<file path="src/rtl/clock_ctrl.sv">
// Digital clock time-keeping and two-button time-set controller.
// Optional 0.5 Hz blink of the field being edited: define CLOCK_CTRL_BLINK_EN.

module clock_ctrl (
    input  logic       clk,
    input  logic       reset_,
    input  logic       tick_1hz,
    input  logic       btn_mode,
    input  logic       btn_inc,
    output logic [4:0] digOra,
    output logic [5:0] digMin,
    output logic [5:0] digSec,
    output logic [1:0] mode,
    output logic       blank_h,
    output logic       blank_m
);

    // state    | meaning
    // ST_RUN   | time advances on tick_1hz, increment button ignored
    // ST_SET_H | increment button steps the hour, time frozen
    // ST_SET_M | increment button steps the minute, time frozen
    // ST_BAD   | unreachable encoding, falls back to ST_RUN
    typedef enum logic [1:0] {
        ST_RUN   = 2'b00,
        ST_SET_H = 2'b01,
        ST_SET_M = 2'b10,
        ST_BAD   = 2'b11
    } state_t;

    state_t     state;
    state_t     state_nxt;
    logic       prev_mode;
    logic       prev_inc;
    logic       mode_edge;
    logic       inc_edge;
    logic [4:0] hour_nxt;
    logic [5:0] min_nxt;
    logic [5:0] sec_nxt;

    assign mode_edge = btn_mode & ~prev_mode;
    assign inc_edge  = btn_inc & ~prev_inc;
    assign mode      = state;

    // History flops reset high so a button held through reset gives no edge.
    always_ff @(posedge clk or negedge reset_) begin
        if (!reset_) begin
            prev_mode <= 1'b1;
            prev_inc  <= 1'b1;
        end else begin
            prev_mode <= btn_mode;
            prev_inc  <= btn_inc;
        end
    end

    always_ff @(posedge clk or negedge reset_) begin
        if (!reset_) begin
            state  <= ST_RUN;
            digOra <= 5'd0;
            digMin <= 6'd0;
            digSec <= 6'd0;
        end else begin
            state  <= state_nxt;
            digOra <= hour_nxt;
            digMin <= min_nxt;
            digSec <= sec_nxt;
        end
    end

    always_comb begin
        state_nxt = state;
        hour_nxt  = digOra;
        min_nxt   = digMin;
        sec_nxt   = digSec;
        case (state)
            ST_RUN: begin
                if (mode_edge) begin
                    state_nxt = ST_SET_H;
                    sec_nxt   = 6'd0;
                end else if (tick_1hz) begin
                    if (digSec == 6'd59) begin
                        sec_nxt = 6'd0;
                        if (digMin == 6'd59) begin
                            min_nxt = 6'd0;
                            if (digOra == 5'd23) begin
                                hour_nxt = 5'd0;
                            end else begin
                                hour_nxt = digOra + 5'd1;
                            end
                        end else begin
                            min_nxt = digMin + 6'd1;
                        end
                    end else begin
                        sec_nxt = digSec + 6'd1;
                    end
                end
            end
            ST_SET_H: begin
                if (mode_edge) begin
                    state_nxt = ST_SET_M;
                end else if (inc_edge) begin
                    if (digOra == 5'd23) begin
                        hour_nxt = 5'd0;
                    end else begin
                        hour_nxt = digOra + 5'd1;
                    end
                end
            end
            ST_SET_M: begin
                if (mode_edge) begin
                    state_nxt = ST_RUN;
                end else if (inc_edge) begin
                    // Minute setting wraps without touching the hour.
                    if (digMin == 6'd59) begin
                        min_nxt = 6'd0;
                    end else begin
                        min_nxt = digMin + 6'd1;
                    end
                end
            end
            default: begin
                state_nxt = ST_RUN;
            end
        endcase
    end

`ifdef CLOCK_CTRL_BLINK_EN
    logic phase;
    logic phase_nxt;
    logic in_set;

    assign in_set = (state == ST_SET_H) || (state == ST_SET_M);

    always_comb begin
        phase_nxt = phase;
        if (mode_edge) begin
            phase_nxt = 1'b0;
        end else if (tick_1hz && in_set) begin
            phase_nxt = ~phase;
        end
    end

    // Blank flags are computed from next-state values so they line up with mode.
    always_ff @(posedge clk or negedge reset_) begin
        if (!reset_) begin
            phase   <= 1'b0;
            blank_h <= 1'b0;
            blank_m <= 1'b0;
        end else begin
            phase   <= phase_nxt;
            blank_h <= (state_nxt == ST_SET_H) & phase_nxt;
            blank_m <= (state_nxt == ST_SET_M) & phase_nxt;
        end
    end
`else
    assign blank_h = 1'b0;
    assign blank_m = 1'b0;
`endif

endmodule

</file>
<file path="config.mk">
export PLATFORM = sky130hd
export DESIGN_NAME = clock_ctrl
export DESIGN_NICKNAME = d
export VERILOG_FILES = /design/src/rtl/clock_ctrl.sv
export SDC_FILE = /design/constraint.sdc
export NUM_CORES = 1
export LEC_CHECK = 0
export CAP_MARGIN = 20
export CORE_ASPECT_RATIO = 1.2
export CORE_MARGIN = 2
export CORE_UTILIZATION = 60
export CTS_CLUSTER_DIAMETER = 120
export DETAILED_ROUTE_END_ITERATION = 16
export DONT_BUFFER_PORTS = 1
export PLACE_DENSITY_LB_ADDON = 0.12
export SLEW_MARGIN = 20
export SYNTH_ARGS = -nofsm -noshare
export SYNTH_HDL_FRONTEND = slang
export SYNTH_SLANG_ARGS = --single-unit
</file>
<file path="constraint.sdc">
create_clock -name clk -period 1.8 [get_ports clk]
set_input_delay 0.36 -clock clk [delete_from_list [all_inputs] [get_ports clk]]
set_output_delay 0.36 -clock clk [all_outputs]
set_load 0.1 [all_outputs]
</file>
Word-level counts from Yosys, hierarchy flattened --
Index checks and enable logic that the tools add are counted.
Cells by class: bitwise gates (word level) 4, equal/unequal tests 16, multiplexer cells 22, add/sub/neg operators 3, reductions and logical operators 8
Operators by type and width (number):
- $mux 6 | 9
- $mux 5 | 7
- $ne 2x2->1 const B | 11
- $add 6x1->6 const B | 2
- $eq 6x6->1 const B | 2
- $pmux 6 s2 | 1
- $pmux 5 s2 | 1
- $reduce_and 7->1 | 1
- $mux 2 | 3
- $pmux 2 s3 | 1
- $reduce_and 6->1 | 1
- $reduce_bool 2->1 | 3
- $add 5x1->5 const B | 1
- $eq 5x5->1 const B | 1
- $reduce_and 3->1 | 1
- $and 1x1->1 | 2
- $eq 2x1->1 const B | 1
- $eq 2x2->1 const B | 1
- $logic_not 2->1 | 1
- $not 1->1 | 2
- $reduce_and 2->1 | 1
Word-level totals: flip-flop bits (word level) 21, word-level logic and storage cells 59, output and inout port bits 21

Longest topological paths before layout --
Gate-level depths: netlist of the first run.
word-level depth 7, gate-level depth with buffers 5, depth with buffers taken out 5

Least setup slack after synthesis of the first run --
No wires, ideal clock.
kind flip-flop to flip-flop, from register digSec[0], to register digMin[1], period minus slack after synthesis 2.404 ns, stages on the path, launching flop included 6, buffers on the path 0, data arrival time 2.276 ns, path slack -0.604 ns, cell sequence dfrtp_1 > ha_1 > nand3b_4 > o41ai_4 > and2_4 > mux2_1
Between the ends: cells in the longest elaborated chain, start to end 3
RTL lines:
- from (decl) | RTL line 12 | output logic [5:0] digSec,
- from (signal assigned) | RTL line 65 | digSec <= sec_nxt;
- $eq 6x6->1 | RTL line 80 | if (digSec == 6'd59) begin
- $ne 2x2->1 (no line)
- $reduce_and 6->1 (no line)
- to (signal assigned) | RTL line 64 | digMin <= min_nxt;
- to (decl) | RTL line 11 | output logic [5:0] digMin,
No other way between the ends. A chain may end at the register's enable or synchronous reset.

Worst setup path in the final report of the first run --
from register digSec[0], to register digOra[4]
Between the ends: cells in the longest elaborated chain, start to end 3
RTL lines:
- $eq 6x6->1 | RTL line 80
- $ne 2x2->1 (no line)
- $reduce_and 7->1 (no line)
- to (signal assigned) | RTL line 63 | digOra <= hour_nxt;
- to (decl) | RTL line 10 | output logic [4:0] digOra,
No other way between the ends.

==> metrics.csv, run 1 <==
stage,metric,value,unit
routing,drc,0,
worst_setup_path,crit_path_start_kind,flip-flop,
cts,clock-sinks,21,
min_path,worstHoldPathType,in -> reg,
run,cap_violations,0,
pwr,cellLeakagePower,0.693,nW
cts,path_clk_slew,120,ps
routing,wl_met1,1080,µm
timing,fmax,0.581,GHz
cells_and_area,finalNonFillerCells,153,
cells_and_area,fillCellCount,136,
cts,root_buffer,clkbuf_4,
timing,setup_viol,0,
die,start_util,63.4,%
global_route,antenna_found_initial,0,
yosys,synth_edf_count,0,
die,fp.dieW,44.4,µm
yosys,syn_avg_cell_area,10.5,µm²
timing,layout_min_cycle_time,1720,ps
cells_and_area,nNetsFinal,143,
yosys,yosysWarnings,0,
timing,grt_setup_unrepaired,no,
placed_design,placed_cell_area,0.00139,mm²
timing,tns,0,ps
timing,min_period_over_period,95.6,%
cts,cts_buffers,3,
global_route,grt_max_degree,22,
routing,drtIter0Drc,12,
pwr,totalPowerFinal,2.51,mW
global_route,grt_pass1_vias,900,
worst_setup_path,critPathKind,reg -> reg,
yosys,syn-instance-count,112,
yosys,syn-cell-area,0.00117,mm²
timing,final_max_slew_viol_count,0,
cells_and_area,final_cell_area,0.00143,mm²
pwr,power_density,1750,mW/mm²
timing,layout_setup_ws,80.0,ps
pwr,ir_worst_vdd,0.00133,V
placed_design,dp_cells,148,
placed_design,pre_cts_ws,81.4,ps
die,rows,17,
placed_design,globalplace.congestion,0.947,
placed_design,place.port_buffers,0,
routing,wl,2540,µm
yosys,synth-async-reset-ratio,100,%
yosys,seq_area_frac_synth,45.0,%
worst_setup_path,worstSetupEndpointType,flip-flop,
yosys,yosys.cell_types.count,41,
routing,antenna_left,0,
yosys,ys_seq_elements,21,
die,dieArea,0.00233,mm²
routing,met2_length,1280,µm
timing,hold_viol_final,0,
yosys,ys.flop_type,dfrtp_1,
routing,routed.top_layer,met4,
timing,whs,39.7,ps
cts,insertion_delay,300,ps
die,coreArea,0.00185,mm²
routing,drtPass1Iterations,4,
worst_setup_path,worstPathArrival,1910,ps
die,fp.dieH,52.5,µm
timing,slew_headroom,39.7,%
global_route,track_usage,23.9,%
cts,htree_num_levels,1,
cells_and_area,syn2layout_area_growth,22.2,%
yosys,synth_top_area_share,40.5,%
routing,avgRoutedWirePerCell,16.6,µm
outcome,status,finished clean,
worst_setup_path,cp.required,1990,ps
routing,dr_total_vias,929,
global_route,grt_overflow_total,0,
worst_setup_path,worstPathMaxFanout,4,
routing,avgViaCountPerCell,6.07,
cts,cts_setup_buffers,0,
timing,fin_worst_skew,5.46,ps
cts,clockBufferDepth,2,
cells_and_area,drive_gt1_share,41.8,%
cells_and_area,n_antenna_cell,0,
yosys,synth_top_area_cell,dfrtp_1,
placed_design,dpl.hpwl,1910,µm
cts,cts_tree,done,
routing,met3_length,129,µm
yosys,yosys-top-cells-area,"dfrtp_1 41%, dfstp_2 4.5%, mux2_1 3.8%",
timing,worst_pin_slew,901,ps
cells_and_area,utilization,77.5,%
global_route,grt_pass1_wl,3970,µm
die,pin_count,26,
[area by class of cell]
cell class | instances | area (µm²) | area share, %
clock buffer | 4 | 26.3 | 1.83
timing repair buffer | 22 | 168 | 11.7
multi-input combinational | 85 | 646 | 45.0
sequential | 21 | 563 | 39.3
inverter | 2 | 7.51 | 0.524
tap | 19 | 23.8 | 1.66
[metal layers]
layer | GRT usage (%) | vias up
li1 | - | 440
met1 | 28.5 | 451
met2 | 41.2 | 32
met3 | 6.21 | 6
met4 | 8.08 | 0
met5 | 0 | -
[cells in the mapped netlist, drive strengths merged, types with 3 or more instances]
cell	count
a21oi	3
a31oi	5
and3	3
buf	5
dfrtp	19
ha	3
mux2	6
nand2	7
nand3	4
nand3b	4
nor2	12
nor2b	4
o211ai	3
o21ai	6
xor2	3
[critical path, cell delays in order, from the launching register on]
cell and delay (ps):
dfrtp_4 440, ha_4 150, nand3b_4 120, nor4_4 380, o2111ai_2 180, mux2_1 340
[cell families after synthesis]
logic type	Yosys count	synth area share (%)
AOI/OAI and AO/OA	24	15.1
xor gates and xnor gates	5	3.73
adders and majority gates	3	3.20
buffers and inverters	7	3.20
DFF	21	45.0
muxes	7	6.61
other	1	0.320
and+or+nand+nor	44	22.8
[registers in the layout (all words and copies together), names as in the netlist]
| name | cells |
|---|---|
| prev_mode | 1 |
| digSec | 6 |
| digOra | 5 |
| mode | 2 |
| digMin | 6 |
| prev_inc | 1 |
[worst paths after layout]
| check | start | end | slack, ps | cells after the start |
|---|---|---|---|---|
| worst max-delay path | digSec[0]$_DFFE_PN0P_ | digOra[4]$_DFFE_PN0P_ | 80 | 5 |
| worst min-delay path | btn_inc | prev_inc$_DFF_PN1_ | 40 | 0 |
| worst max register to register | digSec[0]$_DFFE_PN0P_ | digOra[4]$_DFFE_PN0P_ | 80 | 5 |
| worst min register to register | digOra[1]$_DFFE_PN0P_ | digOra[1]$_DFFE_PN0P_ | 560 | 1 |
| max in group asynchronous | reset_ | digSec[1]$_DFFE_PN0P_ | 530 | 1 |
| min in group asynchronous | reset_ | digOra[2]$_DFFE_PN0P_ | 620 | 1 |
[layout by cell type, fill, tap and decap left out, types with 2 or more instances in the layout]
cell type / Yosys / final
o211ai_1: 3 / 3
dfrtp_1: 19 / 3
ha_4: 0 / 2
and3_1: 3 / 3
a31oi_1: 5 / 5
xnor2_1: 2 / 2
a21oi_1: 3 / 3
nand2_1: 6 / 6
nor3b_1: 2 / 2
buf_4: 2 / 21
dfrtp_4: 0 / 6
nand3b_1: 3 / 3
clkbuf_4: 0 / 3
o21ai_0: 5 / 5
dfrtp_2: 0 / 10
dfstp_2: 2 / 2
mux2_2: 2 / 2
conb_1: 1 / 2
nand3_1: 4 / 4
nor2b_1: 4 / 4
nor2_1: 12 / 12
xor2_1: 3 / 3
mux2_1: 4 / 4
[report_power, final]
group | switching (mW) | leakage [nW] | internal [mW] | total, mW
sequential | 0.168 | 0.245 | 0.637 | 0.805
combinational | 1.13 | 0.433 | 0.344 | 1.48
clock | 0.141 | 0.0150 | 0.0863 | 0.228
total | 1.44 | 0.693 | 1.07 | 2.51
[what timing repair did]
item / 4_1_cts / 5_1_grt
hold endpoints to repair: 21 / 0
hold buffers: 1 / 0
endpoints found under the setup margin: 0 / 1
gates resized for setup: 0 / 1
(Power assumes the default switching activity.)
==> inputs of run 2 (changes only) <==
--- a/config.mk
+++ b/config.mk
@@ -12,7 +12,7 @@
 export CTS_CLUSTER_DIAMETER = 120
 export DETAILED_ROUTE_END_ITERATION = 16
 export DONT_BUFFER_PORTS = 1
-export PLACE_DENSITY_LB_ADDON = 0.12
+export PLACE_DENSITY = 0.72
 export SLEW_MARGIN = 20
 export SYNTH_ARGS = -nofsm -noshare
 export SYNTH_HDL_FRONTEND = slang
==> metrics.csv, run 2 (same netlist as run 1, synthesis figures left out) <==
stage,metric,value,unit,change
timing,layout_min_cycle_time,1670,ps,-46.6 ps
worst_setup_path,timing.rr.start,digMin[1]$_DFFE_PN0P_,,
pwr,ir_worst_vdd,0.00138,V,+3.7%
worst_setup_path,crit_path_start_kind,flip-flop,,
worst_setup_path,worstSetupEndpointType,flip-flop,,
cells_and_area,drive_gt1_share,41.0,%,-0.75 points
cts,insertion_delay,300,ps,about the same
routing,drc,0,,unchanged
global_route,track_usage,21.3,%,-2.6 points
cells_and_area,utilization,77.1,%,-0.34 points
timing,hold_viol_final,0,,unchanged
die,rows,17,,unchanged
global_route,grt_pass1_wl,3620,µm,-9.0%
routing,antenna_left,0,,unchanged
global_route,grt_max_degree,22,,unchanged
cts,htree_num_levels,1,,unchanged
cells_and_area,fillCellCount,136,,unchanged
cells_and_area,nNetsFinal,143,,unchanged
timing,setup_viol,0,,unchanged
placed_design,dpl.hpwl,1690,µm,-11%
routing,drtIter0Drc,16,,+4
die,pin_count,26,,unchanged
timing,slew_headroom,38.7,%,-1.1 points
global_route,grt_pass1_vias,876,,-2.7%
cells_and_area,syn2layout_area_growth,21.6,%,
min_path,hp-start,btn_inc,,
global_route,grt_overflow_total,0,,unchanged
cells_and_area,n_antenna_cell,0,,unchanged
timing,fmax,0.598,GHz,+2.8%
cts,path_clk_slew,110,ps,about the same
die,fp.dieH,52.5,µm,unchanged
worst_setup_path,setup.worst_path.start,digMin[1]$_DFFE_PN0P_,,
routing,avgRoutedWirePerCell,14.5,µm,-13%
cts,root_buffer,clkbuf_4,,
placed_design,globalplace.congestion,0.897,,-5.2%
die,fp.dieW,44.4,µm,unchanged
worst_setup_path,worstPathArrival,1860,ps,-50 ps
routing,avgViaCountPerCell,5.92,,-2.5%
cts,clockBufferDepth,2,,unchanged
global_route,antenna_found_initial,0,,unchanged
worst_setup_path,worstPathMaxFanout,4,,unchanged
cells_and_area,top_regs,"digMin x6, digSec x6, digOra x5",,
cts,cts_buffers,3,,unchanged
placed_design,pre_cts_ws,145,ps,+63.3 ps
cells_and_area,final_common_cell,buf_4,,
cells_and_area,final_cell_mix,"21 x buf_4, 12 x nor2_1, 10 x dfrtp_2",,
pwr,power_density,1730,mW/mm²,-1.0%
die,start_util,63.4,%,unchanged
cts,clock-sinks,21,,unchanged
timing,final_max_slew_viol_count,0,,unchanged
timing,min_period_over_period,93.0,%,-2.6 points
run,cap_violations,0,,unchanged
timing,layout_setup_ws,127,ps,+46.6 ps
timing,whs,44.7,ps,+4.99 ps
placed_design,dp_cells,148,,unchanged
die,coreArea,0.00185,mm²,unchanged
timing,fin_worst_skew,5.37,ps,-0.0976 ps
routing,dr_total_vias,906,,-2.5%
worst_setup_path,cp.required,1990,ps,about the same
cells_and_area,finalNonFillerCells,153,,unchanged
timing,grt_setup_unrepaired,no,,
die,dieArea,0.00233,mm²,unchanged
placed_design,place.port_buffers,0,,unchanged
worst_setup_path,critPathKind,reg -> reg,,
pwr,cellLeakagePower,0.693,nW,about the same
routing,drtPass1Iterations,4,,unchanged
min_path,worstHoldPathType,in -> reg,,
cts,cts_tree,done,,
routing,wl,2220,µm,-13%
outcome,status,finished clean,,
timing,worst_pin_slew,917,ps,+16.0 ps
-- run 2: cell counts in the layout (fill, tap and decap cells not counted) --
No cell type changed its count.
-- run 2: worst max-delay path: stages (launching register included) --
cell,delay [ps]
dfrtp_4,450
ha_4,150
nand3b_1,160
nor4_4,310
o2111ai_1,170
mux2_1,330
-- run 2: metal layers --
metal	track usage, %	wire length (µm)	vias to the layer above
met5	0	0	-
met3	4.83	98	2
met1	26.4	1000	429
met2	34.8	1100	30
li1	-	-	445
met4	9.60	17	0
-- run 2: per-stage QoR --
stage	setup TNS (ps)	area (µm²)	power [mW]
after floorplan	-246	1250	2.00
after global placement	0	1390	2.23
after detailed placement	0	1390	2.26
after CTS	0	1430	2.49
after global routing	0	1430	2.58
final	0	1430	2.47
-- run 2: path summary, 6_finish.rpt --
kind                                         end  slack (ps)  depth (start not counted)
min reg2reg                digOra[1]$_DFFE_PN0P_         570                          1
max in group asynchronous  digSec[3]$_DFFE_PN0P_         500                          1
min in group asynchronous  digOra[2]$_DFFE_PN0P_         630                          1
max reg2reg                digOra[4]$_DFFE_PN0P_         130                          5
min                           prev_inc$_DFF_PN1_          40                          0
max                        digOra[4]$_DFFE_PN0P_         130                          5
-- run 2: area by class of cell --
type / instances / area, µm² / share of cell area (%)
Multi-Input combinational cell: 85 / 639 / 44.8
Sequential cell: 21 / 563 / 39.4
Timing Repair Buffer: 22 / 168 / 11.7
Clock buffer: 4 / 26.3 / 1.84
Tap cell: 19 / 23.8 / 1.67
Inverter: 2 / 7.51 / 0.526
-- run 2: repair_timing --
action                    CTS  global route
hold endpoints to repair   21             0
buffers inserted            0             0
resized for setup           0             0
hold buffers                1             0
-- run 2: where the power goes --
part | leakage (nW) | switching [mW] | total [mW] | internal (mW)
clock network | 0.0150 | 0.133 | 0.219 | 0.0862
logic | 0.433 | 1.11 | 1.45 | 0.340
registers | 0.245 | 0.165 | 0.802 | 0.637
